<file path="src/rtl/tv80_dbg_pkg.sv">
// Shared definitions for the TV80 debug register save/restore engine.
package tv80_dbg_pkg;

  typedef enum logic [2:0] {
    StIdle  = 3'd0,
    StFetch = 3'd1,
    StTxH   = 3'd2,
    StTxL   = 3'd3,
    StRxH   = 3'd4,
    StRxL   = 3'd5,
    StWrite = 3'd6,
    StDone  = 3'd7
  } state_e;

  localparam logic MODE_DUMP = 1'b0;
  localparam logic MODE_LOAD = 1'b1;

endpackage

</file>
<file path="src/rtl/tv80_reg_xfer_if.sv">
// Control, register-file and byte-stream signals of the debug save/restore engine.
interface tv80_reg_xfer_if #(
  parameter int unsigned ADDR_W = 3
) ();
  logic              start;
  logic              mode;
  logic              abort;
  logic              busy;
  logic              done;
  logic [ADDR_W-1:0] reg_addr;
  logic [7:0]        reg_doh;
  logic [7:0]        reg_dol;
  logic [7:0]        reg_dih;
  logic [7:0]        reg_dil;
  logic              reg_weh;
  logic              reg_wel;
  logic [7:0]        tx_data;
  logic              tx_valid;
  logic              tx_ready;
  logic [7:0]        rx_data;
  logic              rx_valid;
  logic              rx_ready;

  // Debug controller / register file / byte links side
  modport master (
    output start, mode, abort, reg_doh, reg_dol, tx_ready, rx_data, rx_valid,
    input  busy, done, reg_addr, reg_dih, reg_dil, reg_weh, reg_wel, tx_data, tx_valid, rx_ready
  );

  // Engine side
  modport slave (
    input  start, mode, abort, reg_doh, reg_dol, tx_ready, rx_data, rx_valid,
    output busy, done, reg_addr, reg_dih, reg_dil, reg_weh, reg_wel, tx_data, tx_valid, rx_ready
  );
endinterface

</file>
<file path="src/rtl/tv80_reg_xfer.sv">
// Debug save/restore engine: dumps TV80 register pairs as a byte stream (high byte first)
// or loads a byte stream back into the register file.
module tv80_reg_xfer
  import tv80_dbg_pkg::*;
#(
  parameter int unsigned NUM_REGS = 8,
  parameter int unsigned ADDR_W   = 3
) (
  input  logic           clk,
  input  logic           reset_n,
  tv80_reg_xfer_if.slave bus
);

  localparam logic [ADDR_W-1:0] LastIdx = ADDR_W'(NUM_REGS - 1);

  state_e            state_q, state_d;
  logic [ADDR_W-1:0] cnt_q, cnt_d;
  logic [15:0]       shadow_q, shadow_d;

  logic              tx_valid;
  logic [7:0]        tx_data;
  logic              rx_ready;
  logic              reg_we;
  logic              done;

  always_ff @(posedge clk) begin
    if (!reset_n) begin
      state_q  <= StIdle;
      cnt_q    <= '0;
      shadow_q <= '0;
    end else begin
      state_q  <= state_d;
      cnt_q    <= cnt_d;
      shadow_q <= shadow_d;
    end
  end

  always_comb begin
    state_d  = state_q;
    cnt_d    = cnt_q;
    shadow_d = shadow_q;
    tx_valid = 1'b0;
    tx_data  = 8'h00;
    rx_ready = 1'b0;
    reg_we   = 1'b0;
    done     = 1'b0;

    case (state_q)
      StIdle: begin
        if (bus.start) begin
          cnt_d   = '0;
          state_d = (bus.mode == MODE_LOAD) ? StRxH : StFetch;
        end
      end
      StFetch: begin
        shadow_d = {bus.reg_doh, bus.reg_dol};
        state_d  = StTxH;
      end
      StTxH: begin
        tx_valid = 1'b1;
        tx_data  = shadow_q[15:8];
        if (bus.tx_ready) state_d = StTxL;
      end
      StTxL: begin
        tx_valid = 1'b1;
        tx_data  = shadow_q[7:0];
        if (bus.tx_ready) begin
          if (cnt_q == LastIdx) begin
            state_d = StDone;
          end else begin
            cnt_d   = cnt_q + ADDR_W'(1);
            state_d = StFetch;
          end
        end
      end
      StRxH: begin
        rx_ready = 1'b1;
        if (bus.rx_valid) begin
          shadow_d[15:8] = bus.rx_data;
          state_d        = StRxL;
        end
      end
      StRxL: begin
        rx_ready = 1'b1;
        if (bus.rx_valid) begin
          shadow_d[7:0] = bus.rx_data;
          state_d       = StWrite;
        end
      end
      StWrite: begin
        reg_we = 1'b1;
        if (cnt_q == LastIdx) begin
          state_d = StDone;
        end else begin
          cnt_d   = cnt_q + ADDR_W'(1);
          state_d = StRxH;
        end
      end
      StDone: begin
        done    = 1'b1;
        cnt_d   = '0;
        state_d = StIdle;
      end
      default: state_d = StIdle;
    endcase

    // Abort overrides everything, including a start seen in IDLE.
    if (bus.abort) begin
      state_d = StIdle;
      cnt_d   = '0;
    end
  end

  assign bus.busy     = (state_q != StIdle);
  assign bus.done     = done;
  assign bus.reg_addr = (state_q != StIdle) ? cnt_q : '0;
  assign bus.reg_dih  = reg_we ? shadow_q[15:8] : 8'h00;
  assign bus.reg_dil  = reg_we ? shadow_q[7:0] : 8'h00;
  assign bus.reg_weh  = reg_we;
  assign bus.reg_wel  = reg_we;
  assign bus.tx_data  = tx_data;
  assign bus.tx_valid = tx_valid;
  assign bus.rx_ready = rx_ready;

endmodule

</file>
<file path="src/flat_wrapper.sv">
// flat-port wrapper written by rule: the top's interface ports become plain ports
module tv80_reg_xfer_flat import tv80_dbg_pkg::*;
#(
  parameter int unsigned NUM_REGS = 8,
  parameter int unsigned ADDR_W   = 3
)
  (clk, reset_n, bus_start, bus_mode, bus_abort, bus_reg_doh, bus_reg_dol, bus_tx_ready, bus_rx_data, bus_rx_valid, bus_busy, bus_done, bus_reg_addr, bus_reg_dih, bus_reg_dil, bus_reg_weh, bus_reg_wel, bus_tx_data, bus_tx_valid, bus_rx_ready);
  tv80_reg_xfer_if #(.ADDR_W(ADDR_W)) bus_i ();
  input  logic clk;
  input  logic reset_n;
  input wire logic [$bits(bus_i.start)-1:0] bus_start;
  input wire logic [$bits(bus_i.mode)-1:0] bus_mode;
  input wire logic [$bits(bus_i.abort)-1:0] bus_abort;
  input wire logic [$bits(bus_i.reg_doh)-1:0] bus_reg_doh;
  input wire logic [$bits(bus_i.reg_dol)-1:0] bus_reg_dol;
  input wire logic [$bits(bus_i.tx_ready)-1:0] bus_tx_ready;
  input wire logic [$bits(bus_i.rx_data)-1:0] bus_rx_data;
  input wire logic [$bits(bus_i.rx_valid)-1:0] bus_rx_valid;
  output wire logic [$bits(bus_i.busy)-1:0] bus_busy;
  output wire logic [$bits(bus_i.done)-1:0] bus_done;
  output wire logic [$bits(bus_i.reg_addr)-1:0] bus_reg_addr;
  output wire logic [$bits(bus_i.reg_dih)-1:0] bus_reg_dih;
  output wire logic [$bits(bus_i.reg_dil)-1:0] bus_reg_dil;
  output wire logic [$bits(bus_i.reg_weh)-1:0] bus_reg_weh;
  output wire logic [$bits(bus_i.reg_wel)-1:0] bus_reg_wel;
  output wire logic [$bits(bus_i.tx_data)-1:0] bus_tx_data;
  output wire logic [$bits(bus_i.tx_valid)-1:0] bus_tx_valid;
  output wire logic [$bits(bus_i.rx_ready)-1:0] bus_rx_ready;
  assign bus_i.start = bus_start;
  assign bus_i.mode = bus_mode;
  assign bus_i.abort = bus_abort;
  assign bus_i.reg_doh = bus_reg_doh;
  assign bus_i.reg_dol = bus_reg_dol;
  assign bus_i.tx_ready = bus_tx_ready;
  assign bus_i.rx_data = bus_rx_data;
  assign bus_i.rx_valid = bus_rx_valid;
  assign bus_busy = bus_i.busy;
  assign bus_done = bus_i.done;
  assign bus_reg_addr = bus_i.reg_addr;
  assign bus_reg_dih = bus_i.reg_dih;
  assign bus_reg_dil = bus_i.reg_dil;
  assign bus_reg_weh = bus_i.reg_weh;
  assign bus_reg_wel = bus_i.reg_wel;
  assign bus_tx_data = bus_i.tx_data;
  assign bus_tx_valid = bus_i.tx_valid;
  assign bus_rx_ready = bus_i.rx_ready;
  tv80_reg_xfer #(.NUM_REGS(NUM_REGS), .ADDR_W(ADDR_W)) u_core (.clk(clk), .reset_n(reset_n), .bus(bus_i));
endmodule
</file>
<file path="config.mk">
export PLATFORM = sky130hd
export DESIGN_NAME = tv80_reg_xfer_flat
export DESIGN_NICKNAME = d
export VERILOG_FILES = /design/src/rtl/tv80_dbg_pkg.sv /design/src/rtl/tv80_reg_xfer_if.sv /design/src/rtl/tv80_reg_xfer.sv /design/src/flat_wrapper.sv
export SDC_FILE = /design/constraint.sdc
export NUM_CORES = 1
export LEC_CHECK = 0
export ABC_AREA = 1
export CAP_MARGIN = 20
export CORE_MARGIN = 1
export CORE_UTILIZATION = 47
export CTS_BUF_LIST = sky130_fd_sc_hd__clkbuf_2 sky130_fd_sc_hd__clkbuf_4 sky130_fd_sc_hd__clkbuf_8
export DETAILED_ROUTE_END_ITERATION = 6
export PLACE_DENSITY = 0.91
export SYNTH_ARGS = -nofsm -noshare
export SYNTH_HDL_FRONTEND = slang
export SYNTH_SLANG_ARGS = --single-unit
export TNS_END_PERCENT = 5
</file>
<file path="constraint.sdc">
create_clock -name clk -period 2.1 [get_ports clk]
set_input_delay 0.42 -clock clk [delete_from_list [all_inputs] [get_ports clk]]
set_output_delay 0.42 -clock clk [all_outputs]
set_load 0.05 [all_outputs]
</file>
---- Yosys cells after proc, flatten, opt, wreduce, memory -nomap -nowiden ----
Cells that the tools add are included.
storage, ports and cells
  register bits ........................... 22
  bits of input ports ..................... 31
  output and inout port bits .............. 33
  logic and storage cells ................. 55
cells by class
  add/subtract/negate cells ............... 1
  equal/unequal tests ..................... 13
  mux-type cells .......................... 24
  bitwise operators ....................... 1
  reduce and logical (&&, ||, !) cells .... 12
operators by type and width
  cell                                           count
  one-hot mux 8 bit (2 select lines)             3
  2-to-1 mux 3 bit                               11
  2-to-1 mux 8 bit                               3
  one-hot mux 3 bit (8 select lines)             1
  == test 3 bit, second input constant           5
  one-hot mux 3 bit (4 select lines)             1
  != test 2 bit, second input constant           5
  == test 3 x 2 -> 1 bit, second input constant  2
  OR reduction 2 bit                             3
  AND reduction 5 bit                            1
  2-to-1 mux 1 bit                               4
  AND reduction 2 bit                            2
  nonzero test 2 bit                             2
  nonzero test 4 bit                             1
  adder 3 x 1 -> 3 bit, second input constant    1
  == test 3 x 1 -> 1 bit, second input constant  1
  zero test 3 bit                                1
  AND reduction 3 bit                            1
  nonzero test 3 bit                             1
  2-to-1 mux 2 bit                               1
  NOT 1 bit                                      1

---- Longest topological paths before layout ----
Gate-level depths: netlist of run 1.
  word-level depth ........................ 4
  depth in mapped cells ................... 11
  mapped depth without buffers ............ 9

---- Worst setup path after synthesis of run 1 ----
OpenSTA, ideal clock, no wires.
  path kind ............................... register to output
  start point ............................. reg u_core.state_q[2]
  end point ............................... out bus_rx_ready
  data arrival time ....................... 1742 ps
  data required time ...................... 1680 ps
  path slack .............................. -62 ps
  cell stages (with the launch flop) ...... 5
  buffers on the path ..................... 2
  cells stage by stage .................... dfxtp_1 -> buf_6 -> inv_6 -> buf_6 -> o21ai_0
between the ends
  cells in the longest elaborated chain, start to end .. 3
  elaborated cells on any way between the ends .. 4
  classes of those cells .................. eq/ne: 2; mux: 1; reduce/logical: 1
RTL lines
  item                            RTL line             source
  start, declared                 tv80_reg_xfer.sv:16  state_e state_q, state_d;
  start signal, assigned          tv80_reg_xfer.sv:28  state_q <= StIdle;
  start signal, assigned          tv80_reg_xfer.sv:32  state_q <= state_d;
  == test 3 bit                   tv80_reg_xfer.sv:48  case (state_q)
  OR reduction 2 bit (no line) *  n/a
  2-to-1 mux 1 bit *              tv80_reg_xfer.sv:48
  end, declared                   flat_wrapper.sv:28   output wire logic [$bits(bus_i.rx_ready)-1:0] bus_rx_ready;
Every way passes the cells marked *; elsewhere a longest branch is shown, timed or not.

---- Worst setup path after layout of run 1 ----
  start point ............................. reg u_core.state_q[2]
  end point ............................... out bus_reg_dih[5]
between the ends
  cells in the longest elaborated chain, start to end .. 3
RTL lines
  item              RTL line              source
  == test 3 bit     tv80_reg_xfer.sv:48
  2-to-1 mux 1 bit  tv80_reg_xfer.sv:48
  2-to-1 mux 8 bit  tv80_reg_xfer.sv:117  assign bus.reg_dih = reg_we ? shadow_q[15:8] : 8'h00;
  end, declared     flat_wrapper.sv:22    output wire logic [$bits(bus_i.reg_dih)-1:0] bus_reg_dih;
Every way passes these cells.

==> impl_metrics.py, run 1 <==
metrics = {
    "cts": {
        "cts.path.max_buffers": 2,
        "cts_setup_buffers": 0,
        "clock_latency_ns": 0.30,
        "cts_tree": "built",
        "cts_buffers": 3,
        "htreeDepth": 1,
        "clk_pin_slew_ns": 0.12,
        "cts_sinks": 22,
        "cts-root-buf": "clkbuf_4",
    },
    "setup_path": {
        "cp_max_fo": 19,
        "crit_required_ns": 1.68,
        "crit_arrival_ns": 1.59,
        "r2r_cells": 8,
        "cp-start-kind": "flop",
        "path_class": "reg2out",
        "setup.worst_path.end_class": "output port",
    },
    "synth": {
        "ys_seq_elements": 22,
        "avgSynthCellArea_um2": 6.593,
        "syn_nets": 263,
        "synth_compound_gate_area_share": 0.2046,
        "seq_area_frac_synth": 0.2904,
        "yosys_warnings": 0,
        "synth.largest_area_cell": "dfxtp_1",
        "netlist_area_um2": 1516,
        "synthMuxAreaShare": 0,
        "ys_types": 26,
        "synth_top_cell_area_share": 0.2904,
        "synthTopCellsByArea": "dfxtp_1, nor2_1, nand2_1",
        "yosys.area_share.simple": 0.3383,
        "synth-xor-area-share": 0,
        "synth_cells": 230,
        "synth_top_family_by_area": "simple AND/OR/NAND/NOR gates",
        "synthAdderAreaFrac": 0.01650,
    },
    "power_and_ir_drop": {
        "seqPwrFrac": 0.479,
        "p_switching_uw": 293.6,
        "leakage_uw": 0.001038,
        "internal_power_uw": 671.8,
        "switching_share": 0.3041,
        "power_frac_comb": 0.284,
        "clockPowerShare": 0.237,
        "p_per_area_nw_per_um2": 379.2,
        "ir_drop_mv": 0.2270,
        "power.total_uw": 965.4,
    },
    "detailed_routing": {
        "route.detailed.drc": 0,
        "first_pass_iters": 6,
        "vias_per_cell": 5.377,
        "detail_route.wl_per_cell_um": 14.82,
        "ant_nets": 0,
        "first_iter_violations": 113,
        "num_vias": 1812,
        "routed_wl_um": 4995,
    },
    "hold_path": {
        "min_path_cells": 2,
        "hold_class": "reg2reg",
    },
    "die": {
        "coreArea_um2": 3053,
        "row_count": 20,
        "ios": 64,
        "fp.dieW_um": 58.80,
        "dieHeight_um": 58.80,
        "start_util": 0.4967,
        "die_area_um2": 3457,
    },
    "sta": {
        "setup_tns_ns": 0,
        "finClkSkew_ns": 0.004994,
        "fmax_mhz": 497.4,
        "setup_viol": 0,
        "maxSlewViolCount": 0,
        "min_period_ns": 2.011,
        "timing.final.crit_share": 0.9575,
        "rsz0062_at_grt": "false",
        "tightestPinTransition_ns": 0.4060,
        "finalHoldViolCount": 0,
        "maxSlewHeadroom": 0.7291,
    },
    "final_layout": {
        "area_growth_pct": 67.90,
        "drive_gt1_frac": 0.2491,
        "diodes": 0,
        "final-instance-count-excl-fill": 337,
        "final_common_cell": "nor2_1",
        "final_cell_mix": "nor2_1, nand2_1, buf_12",
        "final_net_count": 327,
        "post-route-util": 0.8340,
    },
    "grt": {
        "antenna_found_initial": 0,
        "grt_use_total": 0.3067,
        "grt_max_degree": 20,
        "grt_pass1_wl_um": 7983,
        "overflow": 0,
        "grt_pass1_vias": 1797,
    },
    "placed_design": {
        "portBuffers": 63,
        "dpl.cell_count": 333,
        "gp_congestion": 0.8809,
        "dp_hpwl_um": 3917,
    },
    "run": {
        "cap_viol_max_count": 0,
    },
    "run_status": {
        "status": "completed",
    },
}
what timing repair did:
item	4_1_cts	5_1_grt
cloned	0	0
pin swaps	0	0
hold buffers	0	0
gates resized for setup	2	2
setup endpoints to repair	8	16
cell usage after synthesis, drive strengths merged:
library cell  instances
o211ai                1
ha                    2
nand3                20
a21oi                14
nand2                43
a22oi                 1
dfxtp                22
o21ai                19
nor2                 45
clkbuf                2
buf                   8
inv                  37
o22ai                16
sequential cells by signal, indices dropped and copies added, names as in the netlist:
name and count:
u_core.cnt_q 3, u_core.shadow_q 16, u_core.state_q 3
worst max-delay path, stage by stage (launching register included):
cell     delay (ns)
dfxtp_1        0.55
nand3_4        0.28
nor2_1         0.28
buf_12         0.17
kinds of logic (layout without fill, tap and decap cells):
kind of cell,after synthesis,in the layout
AND/OR/NAND/NOR,108,108
AO/OA/AOI/OAI,51,51
buffers and inverters,47,110
flip-flops,22,22
adder cells (fa/ha/maj),2,2
per-layer routing:
layer / up-vias / part of all wire / track usage
met3: 19 / 0.076 / 0.04615
met4: 0 / 0.032 / 0.1395
met2: 113 / 0.51 / 0.5698
met5: - / 0 / 0
li1: 868 / - / -
met1: 812 / 0.38 / 0.3406
through the flow:
step	worst slack, ns	area [µm²]	hold WS (ns)
global placement	0.3907	2494	0.4889
floorplan	0.1230	1516	0.4633
CTS	0.05097	2544	0.5253
detailed placement	0.3100	2494	0.4980
finish	0.08935	2546	0.5254
global route	0.01464	2546	0.5562
final timing paths:
kind	slack [ns]	end	start
worst max-delay path	0.09	bus_reg_dih[5]	u_core.state_q[2]
worst min-delay path	0.53	u_core.shadow_q[1]	u_core.shadow_q[1]
worst max register to register	0.35	u_core.shadow_q[8]	u_core.state_q[1]
worst min register to register	0.53	u_core.shadow_q[1]	u_core.shadow_q[1]
power groups by stage:
stage / Combinational (µW) / Clock (µW) / Sequential (µW)
after floorplan: 158 / 0 / 462
after global placement: 258 / 0 / 468
after detailed placement: 268 / 0 / 469
after CTS: 271 / 232 / 461
after global routing: 296 / 253 / 465
final: 274 / 229 / 462
area by class of cell:
class / instances / area [µm²]
Inverter: 37 / 143.9
Sequential cell: 22 / 442.9
Fill cell: 182 / 506.7
Tap cell: 44 / 55.05
Multi-Input combinational cell: 161 / 862.1
Clock buffer: 4 / 36.28
Timing Repair Buffer: 69 / 1006
No activity file was read; power rests on OpenSTA's default activity.
==> inputs of run 2 (changes only) <==
Settings changed: CORE_ASPECT_RATIO from default to 0.7, CORE_UTILIZATION 47 to 46, CTS_BUF_LIST sky130_fd_sc_hd__clkbuf_2 sky130_fd_sc_hd__clkbuf_4 sky130_fd_sc_hd__clkbuf_8 to sky130_fd_sc_hd__clkbuf_8 sky130_fd_sc_hd__clkbuf_16, PLACE_DENSITY 0.91 to 0.9.
==> run 2 against run 1 <==
Against the previous run: the run now ends with design-rule violations left; global-route usage up 3.1 points; die area grew 2.2%; via count increased by 6.1%; utilization decreased by 2.9 points; largest power group unchanged; highest routed layer unchanged.
==> impl_metrics.py, run 2 (synthesized netlist as in run 1, its figures left out) <==
metrics = {
    "setup_path": {
        "crit_required_ns": 1.68,
        "crit_slowest_cell": "dfxtp_1",
        "cp_num_buf_inv": 1,
        "setup.worst_path.end_class": "output port",
        "rr_startpoint": "u_core.state_q[0]",
        "path_delay_family": "simple AND/OR/NAND/NOR gates",
        "slowest_delay_ns": 0.42,
        "critPathLaunch": "u_core.state_q[0]",
        "path_class": "reg2out",
        "r2r_cells": 6,
        "cp_cell_sequence": "nor2_2, nand2_2, o21ai_1, buf_12",
        "setup.worst_path.end": "bus_rx_ready",
        "r2r-end": "u_core.shadow_q[15]",
        "rrSetupSlack_ns": 0.19,
        "cp.depth": 4,
        "crit_arrival_ns": 1.63,
        "cp_max_fo": 10,
        "cp-start-kind": "flop",
    },
    "final_layout": {
        "drive_gt1_frac": 0.2371,
        "regMostFlops": "u_core.shadow_q",
        "area_growth_pct": 67.16,
        "final_net_count": 325,
        "final_common_cell": "nor2_1",
        "final_cell_mix": "nor2_1, nand2_1, buf_12",
        "diodes": 0,
        "multi_input_area_um2": 855.8,
        "ff_latch_area_um2": 441.7,
        "nFillCells": 175,
        "final-instance-count-excl-fill": 329,
        "largest_register_ffs": 16,
        "top_regs": "u_core.shadow_q x16, u_core.cnt_q x3, u_core.state_q x3",
    },
    "sta": {
        "min_period_ns": 2.052,
        "timing.final.crit_share": 0.9771,
        "tightestPinTransition_ns": 0.4200,
        "finClkSkew_ns": 0.004497,
        "rsz0062_at_grt": "true",
        "maxSlewViolCount": 0,
        "maxSlewHeadroom": 0.7197,
        "finalHoldViolCount": 0,
        "setup_viol": 0,
        "fmax_mhz": 487.4,
        "whs_ns": 0.5214,
        "layout_setup_ws_ns": 0.04810,
    },
    "die": {
        "row_count": 17,
        "die_area_um2": 3534,
        "ios": 64,
        "coreArea_um2": 3148,
        "fp.dieW_um": 70.63,
        "dieHeight_um": 50.04,
        "start_util": 0.4817,
    },
    "grt": {
        "antenna_found_initial": 0,
        "overflow": 0,
        "grt_pass1_wl_um": 8935,
        "grt_pass1_vias": 1756,
        "grt_use_total": 0.3380,
        "grt_max_degree": 20,
    },
    "hold_path": {
        "hold_class": "reg2reg",
    },
    "run_status": {
        "status": "complete, but fails checks",
        "violations": "design-rule violations",
    },
    "detailed_routing": {
        "first_pass_iters": 7,
        "routed_wl_um": 5741,
        "route.detailed.drc": 4,
        "ant_nets": 0,
        "detail_route.wl_per_cell_um": 17.45,
        "first_iter_violations": 304,
        "vias_per_cell": 5.845,
        "num_vias": 1923,
    },
    "power_and_ir_drop": {
        "p_per_area_nw_per_um2": 419.4,
        "ir_drop_mv": 0.3411,
        "leakage_uw": 0.001036,
    },
    "cts": {
        "clk_pin_slew_ns": 0.09,
        "cts.path.max_buffers": 2,
        "cts-root-buf": "clkbuf_8",
        "cts_tree": "built",
        "cts_setup_buffers": 0,
        "htreeDepth": 1,
        "clock_latency_ns": 0.27,
        "cts_sinks": 22,
        "cts_buffers": 3,
    },
    "placed_design": {
        "dp_slack_ns": 0.2789,
        "gp_congestion": 0.9257,
        "dp_hpwl_um": 4358,
        "portBuffers": 63,
        "dpl.cell_count": 325,
    },
    "run": {
        "cap_viol_max_count": 0,
    },
}
run 2: cell types whose count changed in the layout (fill, tap and decap cells not counted):
| cell | delta |
|---|---|
| o22ai_1 | +1 |
| clkbuf_8 | +3 |
| dfxtp_1 | +1 |
| clkbuf_4 | -3 |
| dfxtp_2 | -1 |
| buf_4 | -2 |
| o22ai_2 | -1 |
run 2: cell type report:
type	count	share of cell area
Timing Repair Buffer	67	0.3909
Inverter	37	0.05676
Multi-Input combinational cell	161	0.3376
Clock buffer	4	0.02172
Tap cell	38	0.01876
Sequential cell	22	0.1742
run 2: worst min path at each step:
stage	start	endpoint	slack (ns)	depth (start not counted)
floorplan	u_core.cnt_q[1]	u_core.cnt_q[1]	0.46	2
global placement	u_core.cnt_q[1]	u_core.cnt_q[1]	0.48	2
detailed placement	u_core.cnt_q[2]	u_core.cnt_q[2]	0.50	2
CTS	u_core.cnt_q[2]	u_core.cnt_q[2]	0.52	2
global route	u_core.cnt_q[2]	u_core.cnt_q[2]	0.54	2
finish	u_core.cnt_q[2]	u_core.cnt_q[2]	0.52	2
run 2: tightest hold or removal path, cell delays in order, from the launching register on:
cell     delay [ns]
dfxtp_1        0.34
nor2_1         0.10
nor2_1         0.04
run 2: stage by stage:
stage           TNS, ns  cell area (µm²)  power (µW)  utilization
6_report              0             2535        1063       0.8052
3_3_place_gp          0             2471       727.4       0.7850
4_1_cts        -0.03211             2526        1045       0.8025
3_5_place_dp          0             2471       738.8       0.7850
2_1_floorplan         0             1516       620.6            -
5_1_grt        -0.06986             2535        1102       0.8052
run 2: what timing repair did:
item | CTS | global route
setup endpoints to repair | 2 | 14
gates resized for setup | 0 | 2
hold buffers | 0 | 0
run 2: metal layers:
| metal | share of wire | track usage |
|---|---|---|
| met1 | 0.39 | 0.4149 |
| met2 | 0.46 | 0.5485 |
| met3 | 0.095 | 0.09202 |
| met4 | 0.055 | 0.1700 |
| met5 | 0 | 0 |
run 2: report_power, final:
group          internal (µW)  switching [µW]  leakage (µW)
Clock                    168             152     0.0000288
Sequential               442            22.2      0.000180
Combinational            121             158      0.000828
==> inputs of run 3 (changes only) <==
Settings changed: PLACE_DENSITY 0.9 to 0.95.
==> run 3 against run 2 <==
Against the previous run: clock-buffer cell count is the same; the run still ends with design-rule violations left; clock power is essentially flat; power grew 1.2%; worst hold slack is essentially flat; sequential power is essentially flat; die area is the same; register-to-register slack gained 0.04 ns; combinational power grew 5%; via count grew 4.8%; global-route usage grew 4.4 points; fmax shrank 0.49%.
==> impl_metrics.py, run 3 (synthesized netlist as in run 1, its figures left out) <==
metrics = {
    "setup_path": {
        "crit_arrival_ns": 1.64,
        "r2r-end": "u_core.shadow_q[10]",
        "crit_required_ns": 1.68,
        "cp-start-kind": "flop",
        "path_class": "reg2out",
        "setup.worst_path.end_class": "output port",
        "r2r_cells": 6,
        "cp_max_fo": 11,
        "rrSetupSlack_ns": 0.23,
        "rr_startpoint": "u_core.state_q[2]",
    },
    "placed_design": {
        "dp_hpwl_um": 4304,
        "dp_slack_ns": 0.1934,
        "dpl.cell_count": 324,
        "portBuffers": 63,
        "gp_congestion": 0.9099,
    },
    "hold_path": {
        "min_path_cells": 2,
        "whs_endpoint": "u_core.cnt_q[2]",
        "hold_class": "reg2reg",
        "hp-start": "u_core.cnt_q[2]",
    },
    "final_layout": {
        "multi_input_area_um2": 874.6,
        "area_growth_pct": 67.90,
        "ff_latch_area_um2": 441.7,
        "final-instance-count-excl-fill": 328,
        "regMostFlops": "u_core.shadow_q",
        "final_common_cell": "nor2_1",
        "nFillCells": 164,
        "final_cell_mix": "nor2_1, nand2_1, buf_12",
        "diodes": 0,
        "drive_gt1_frac": 0.2448,
        "final_net_count": 324,
        "largest_register_ffs": 16,
        "top_regs": "u_core.shadow_q x16, u_core.cnt_q x3, u_core.state_q x3",
    },
    "die": {
        "die_area_um2": 3534,
        "coreArea_um2": 3148,
        "fp.dieW_um": 70.63,
        "row_count": 17,
        "start_util": 0.4817,
        "dieHeight_um": 50.04,
        "ios": 64,
    },
    "power_and_ir_drop": {
        "leakage_uw": 0.001032,
        "ir_drop_mv": 0.3798,
        "p_switching_uw": 344.6,
        "switching_share": 0.3203,
        "power.total_uw": 1076,
        "seqPwrFrac": 0.431,
        "power_frac_comb": 0.272,
        "clockPowerShare": 0.297,
        "p_per_area_nw_per_um2": 422.5,
        "internal_power_uw": 731.2,
    },
    "cts": {
        "cts_setup_buffers": 0,
        "clock_latency_ns": 0.27,
        "htreeDepth": 1,
        "cts.path.max_buffers": 2,
        "postCtsResizedCells": 3,
        "cts_buffers": 3,
        "clk_pin_slew_ns": 0.09,
        "cts_hold_buf": 0,
        "cts_tree": "built",
        "cts_sinks": 22,
        "cts-root-buf": "clkbuf_8",
    },
    "detailed_routing": {
        "vias_per_cell": 6.146,
        "route.detailed.drc": 6,
        "first_pass_iters": 7,
        "first_iter_violations": 352,
        "ant_nets": 0,
        "detail_route.wl_per_cell_um": 20.16,
        "routed_wl_um": 6611,
        "num_vias": 2016,
    },
    "sta": {
        "tightestPinTransition_ns": 0.4866,
        "min_period_ns": 2.062,
        "fmax_mhz": 485.0,
        "finClkSkew_ns": 0.003691,
        "maxSlewViolCount": 0,
        "setup_viol": 0,
        "timing.final.crit_share": 0.9819,
        "maxSlewHeadroom": 0.6749,
        "finalHoldViolCount": 0,
        "layout_setup_ws_ns": 0.03810,
        "rsz0062_at_grt": "false",
        "setup_tns_ns": 0,
    },
    "grt": {
        "grt_pass1_wl_um": 10030,
        "overflow": 0,
        "grt_use_total": 0.3822,
        "grt_max_degree": 20,
        "antenna_found_initial": 0,
        "grt_pass1_vias": 1864,
    },
    "run_status": {
        "status": "complete, but fails checks",
        "violations": "design-rule violations",
    },
    "run": {
        "cap_viol_max_count": 0,
    },
}
[run 3: worst max path at each step]
| stage | slack, ns | cells past startpoint | end | startpoint |
|---|---|---|---|---|
| finish | 0.04 | 3 | bus_tx_data[2] | u_core.state_q[0] |
| CTS | 0.02 | 3 | bus_tx_data[0] | u_core.state_q[1] |
| floorplan | 0.12 | 5 | bus_reg_addr[0] | u_core.state_q[0] |
| global placement | 0.32 | 3 | bus_tx_data[3] | u_core.state_q[1] |
| global route | 0.002 | 4 | bus_rx_ready | u_core.state_q[2] |
| detailed placement | 0.19 | 3 | bus_tx_data[6] | u_core.state_q[1] |
[run 3: cell type report]
class | instances | share of cell area
repair buffers | 66 | 0.3862
multi-input cells | 161 | 0.3435
flip-flops and latches | 22 | 0.1735
inverters | 37 | 0.05651
clock buffers | 4 | 0.02162
well taps | 38 | 0.01867
[run 3: worst max-delay path: stages (launching register included)]
cell and delay [ns]:
dfxtp_1 0.54, nand3_4 0.27, o22ai_1 0.37, buf_12 0.19
[run 3: power by group through the flow]
stage | Clock, µW | Combinational (µW) | Sequential [µW]
global placement | 0 | 259 | 467
global route | 337 | 308 | 465
CTS | 314 | 278 | 461
finish | 320 | 292 | 464
floorplan | 0 | 158 | 462
detailed placement | 0 | 270 | 470
[run 3: per-layer routing]
layer  vias up  wire length [µm]  global-route usage
met4         0               399              0.1733
met5         -                 0                   0
met2       185              2937              0.6149
met1       922              2543              0.4801
met3        50               730              0.1043
li1        859                 -                   -
[run 3: stage by stage]
| step | hold WS, ns | util | cell area, µm² |
|---|---|---|---|
| 3_3_place_gp | 0.4905 | 0.7826 | 2464 |
| 6_report | 0.5214 | 0.8088 | 2546 |
| 3_5_place_dp | 0.5062 | 0.7826 | 2464 |
| 4_1_cts | 0.5174 | 0.8064 | 2539 |
| 5_1_grt | 0.5477 | 0.8088 | 2546 |
| 2_1_floorplan | 0.4633 | - | 1516 |
